**src/rtl/mult_share_arbiter.sv**
```systemverilog
`timescale 1ns/1ps
`default_nettype none
// +----------------------------------------------------------------------------+
// | Module      : mult_share_arbiter                                           |
// | Description : Round-robin sharing of one N x N signed multiplier between   |
// |               two requesters; latches operands, pulses init, captures p.   |
// | Revision    : 1.0                                                          |
// +----------------------------------------------------------------------------+
module mult_share_arbiter #(
    parameter int N       = 4,
    parameter int MUL_LAT = 2*N+4
) (
    input  logic             clk,
    input  logic             rst,
    input  logic             req0,
    input  logic [N-1:0]     a0,
    input  logic [N-1:0]     b0,
    output logic             ack0,
    output logic [2*N-1:0]   y0,
    input  logic             req1,
    input  logic [N-1:0]     a1,
    input  logic [N-1:0]     b1,
    output logic             ack1,
    output logic [2*N-1:0]   y1,
    output logic             mult_init,
    output logic [N-1:0]     mult_a,
    output logic [N-1:0]     mult_b,
    input  logic [2*N-1:0]   mult_p,
    output logic             busy,
    output logic             grant
);

    localparam int                 c_CNT_W    = $clog2(MUL_LAT + 1);
    localparam logic [c_CNT_W-1:0] c_CNT_LOAD = c_CNT_W'(MUL_LAT - 1);

    typedef enum logic [1:0] {
        S_IDLE = 2'd0,
        S_LOAD = 2'd1,
        S_WAIT = 2'd2,
        S_DONE = 2'd3
    } state_t;

    state_t               r_state;
    state_t               w_next;
    logic                 r_last;
    logic                 r_grant;
    logic [c_CNT_W-1:0]   r_cnt;
    logic [N-1:0]         r_mult_a;
    logic [N-1:0]         r_mult_b;
    logic [2*N-1:0]       r_y0;
    logic [2*N-1:0]       r_y1;
    logic                 w_any_req;
    logic                 w_winner;

    assign w_any_req = req0 | req1;
    // On contention the port that was not served last wins.
    assign w_winner  = (req0 & req1) ? ~r_last : req1;

    always_ff @(posedge clk or negedge rst) begin
        if (!rst) begin
            r_state <= S_IDLE;
        end else begin
            r_state <= w_next;
        end
    end

    always_comb begin
        w_next = r_state;
        case (r_state)
            S_IDLE:  if (w_any_req) w_next = S_LOAD;
            S_LOAD:  w_next = S_WAIT;
            S_WAIT:  if (r_cnt == '0) w_next = S_DONE;
            S_DONE:  w_next = S_IDLE;
            default: w_next = S_IDLE;
        endcase
    end

    always_ff @(posedge clk or negedge rst) begin
        if (!rst) begin
            r_last   <= 1'b1;
            r_grant  <= 1'b0;
            r_cnt    <= '0;
            r_mult_a <= '0;
            r_mult_b <= '0;
            r_y0     <= '0;
            r_y1     <= '0;
        end else begin
            case (r_state)
                S_IDLE: begin
                    if (w_any_req) begin
                        r_grant  <= w_winner;
                        r_mult_a <= w_winner ? a1 : a0;
                        r_mult_b <= w_winner ? b1 : b0;
                    end
                end
                S_LOAD: r_cnt <= c_CNT_LOAD;
                S_WAIT: begin
                    if (r_cnt == '0) begin
                        if (r_grant) r_y1 <= mult_p;
                        else         r_y0 <= mult_p;
                        r_last <= r_grant;
                    end else begin
                        r_cnt <= r_cnt - 1'b1;
                    end
                end
                default: ;
            endcase
        end
    end

    assign mult_init = (r_state == S_LOAD);
    assign busy      = (r_state != S_IDLE);
    assign ack0      = (r_state == S_DONE) && !r_grant;
    assign ack1      = (r_state == S_DONE) &&  r_grant;
    assign grant     = r_grant;
    assign mult_a    = r_mult_a;
    assign mult_b    = r_mult_b;
    assign y0        = r_y0;
    assign y1        = r_y1;

endmodule
`default_nettype wire

```
**config.mk**
```make
export PLATFORM = sky130hd
export DESIGN_NAME = mult_share_arbiter
export DESIGN_NICKNAME = d
export VERILOG_FILES = /design/src/rtl/mult_share_arbiter.sv
export SDC_FILE = /design/constraint.sdc
export NUM_CORES = 1
export LEC_CHECK = 0
export CORE_MARGIN = 2
export CORE_UTILIZATION = 49
export CTS_BUF_LIST = sky130_fd_sc_hd__clkbuf_2
export CTS_CLUSTER_SIZE = 20
export DETAILED_ROUTE_END_ITERATION = 12
export GPL_ROUTABILITY_DRIVEN = 0
export PLACE_DENSITY = 0.85
export SYNTH_ARGS = -nofsm -noshare
export SYNTH_HDL_FRONTEND = slang
export SYNTH_SLANG_ARGS = --single-unit
```
**constraint.sdc**
```tcl
create_clock -name clk -period 3.65 [get_ports clk]
set_input_delay 0.365 -clock clk [delete_from_list [all_inputs] [get_ports clk]]
set_output_delay 0.365 -clock clk [all_outputs]
set_load 0.01 [all_outputs]
```
==> metrics.txt <==
status finished, final reports clean; Max Cap Viol 0; Hold Path Class input port to asynchronous set/reset pin; CTS tree built; Peak VDD IR 0.371 mV; Post-CTS Setup Bufs 0; ys flop type dfrtp_1; DR vias 1,137; die area 0.00357 mm²; Final Max Slew Viols 0; vias per cell 5.29; reg2reg setup slack 1.61 ns; Yosys reg bits 32; yosys warns 0; final setup vio count 0; Fin. Hold Viols 0; Routed Antenna Nets 0; number of flops mapped to enable cells by yosys 0; mux share of post-synthesis cell area 21.1%; drt pass-1 iters 4; initial antenna violation count 0; # diodes 0; top cell type's share of synthesized area 50.9%; Num Clock Sinks 32; Least-Margin Pin Slew 0.915 ns; post-synthesis cell area 0.00152 mm²; endpoint class of the critical path primary output; # fillers 207; CTS Buf Count 5; Clock Path Buffers 2; Startpoint Class flip-flop; GRT Resource Usage Total 20.8%; Slowest cell on crit path clkdlybuf4s50_1; share of cells above drive strength 1 15.9%; Seq/Total Area, Yosys 52.7%; Slew HR 38.6%; compound-gate portion of the synthesized area 6.98%; Crit path arrival time 1.77 ns; Clock Pin Slew Worst Setup and Hold Paths 0.17 ns; cell mode on critical path inv_1; dpl hpwl 2510 µm; simple-gate share of the synthesized area 10.5%; Core ar. 0.00300 mm²; initial core utilization 50.7%; setup tns final 0 ns; Crit path max-delay family buffers and inverters; biggest cell delay along the critical path 0.54 ns; Syn Inst Count 121; depth of the CTS H-tree 2; RSZ-0062 raised after global routing no; critical path cell sequence inv_1, ha_1, inv_1, clkdlybuf4s50_1; pre-CTS setup slack 1.63 ns; Final WS setup 1.51 ns; number of global-route vias before repair 1,153; Max Clock Skew 0.0111 ns; ys async rst share 100%; Die W 59.7 µm; 1st-iter DRT viols 27; # resized after CTS 0; largest area contributor in the netlist dfrtp_1; I/O pins 57; pin count of the biggest net entering global routing 33; post-synthesis adder-cell area fraction 4.93%; WP buf/inv 3; Netlist cell types 32; first-pass GRT wire length 5360 µm; largest family of logic cells by synthesized area multiplexers; Post-synth top cells dfrtp_1, nand2_1, o21ai_0, mux2i_1; fmax 468 MHz; # rows 20; Post-Synth XOR/XNOR Area 0%; fin nets 215; pwr/cell area 739 mW/mm²; Avg WL per Cell 15.4 µm; CP max FO 4; Root Driver clkbuf_2; worst setup path category flip-flop to primary output; top-count cell post-synth dfrtp_1; Final Cycle Share 58.5%; Clock Latency Late Sink 0.39 ns; global route overflow 0; Die Ht 59.7 µm; total length of routed wires 3320 µm; Layout area overhead 42.3%; Final min period 2.14 ns; Leak 1.02 nW; Syn Area/Cell 12.6 µm²; DRC Markers 0; port bufs 56; WP data required 3.28 ns; Hold-fix buffers, CTS 0; Synth area leaders dfrtp_1, mux2_4, mux2i_1; Synth Net Count 155
## power by group
group / switching [mW] / leakage (nW) / internal, mW
Combinational: 0.313 / 0.591 / 0.445
Clock: 0.121 / 0.0380 / 0.112
Sequential: 0.105 / 0.393 / 0.506
## cells in the final DEF (no fill, tap or decap), types with 2 or more instances in the layout
master           synthesis  final
nor2_1                   3      3
o21ai_0                 11     11
nor2b_1                  2      2
mux2i_1                 10     10
clkinv_1                 0      2
clkbuf_2                 0      5
nand2_1                 12     12
clkdlybuf4s50_1          0     56
mux2_4                   8      8
dfrtp_1                 31     31
ha_1                     6      6
inv_1                    8      8
mux2_2                   8      8
## per-stage QoR
| step | power, mW | utilization, % | area (µm²) | instances | hold slack [ns] |
|---|---|---|---|---|---|
| final | 1.60 | 72.2 | 2170 | 215 | 0.356 |
| after global placement | 1.34 | 70.1 | 2100 | 207 | 0.457 |
| after CTS | 1.62 | 72.2 | 2170 | 215 | 0.353 |
| after global routing | 1.72 | 72.2 | 2170 | 215 | 0.392 |
| after floorplan | 0.993 | - | 1520 | 121 | 0.0694 |
| after detailed placement | 1.38 | 70.1 | 2100 | 207 | 0.461 |
## worst reg2reg max path, cell delays in order, from the launching register on
cell,delay (ns)
dfrtp_1,0.44
inv_1,0.13
ha_1,0.40
nand4bb_4,0.15
or2_1,0.44
mux2_4,0.38
## registers in the layout, summed over array words and instances, names as in the netlist
name,cells
y0,8
y1,8
mult_a,4
mult_b,4
r_cnt,4
r_state,2
grant,1
r_last,1
## routing by layer
metal	GRT usage, %	up-vias	wire (µm)
met2	35.7	39	1740
met1	23.3	555	1350
met4	12.1	0	80
met5	0	-	0
li1	-	536	-
met3	4.76	7	150
## cell type report
class,instances,area (µm²),share of cell area [%]
clock buffer,5,25.0,1.15
clock inverter,3,37.5,1.73
inverter,8,30.0,1.39
multi-input combinational,77,663,30.6
sequential,32,802,37.0
tap,33,41.3,1.91
timing repair buffer,57,568,26.2
## path summary, 6_finish.rpt
path,depth (start not counted),end,from
max,4,busy,r_state[0]$_DFFE_PN0P_
min,2,y0[7]$_DFFE_PN0P_,rst
max reg2reg,5,y1[6]$_DFFE_PN0P_,r_state[0]$_DFFE_PN0P_
min reg2reg,2,r_last$_DFFE_PN1P_,r_last$_DFFE_PN1P_
max in group asynchronous,2,r_last$_DFFE_PN1P_,rst
min in group clk,2,r_last$_DFFE_PN1P_,r_last$_DFFE_PN1P_
## cell families (layout without fill, tap and decap cells)
group / after synthesis / count (layout)
fa+ha+maj: 6 / 6
buf+inv: 12 / 73
compound gates: 17 / 17
flops: 32 / 32
mux: 27 / 27
simple gates: 27 / 27
(Power assumes the default switching activity.)
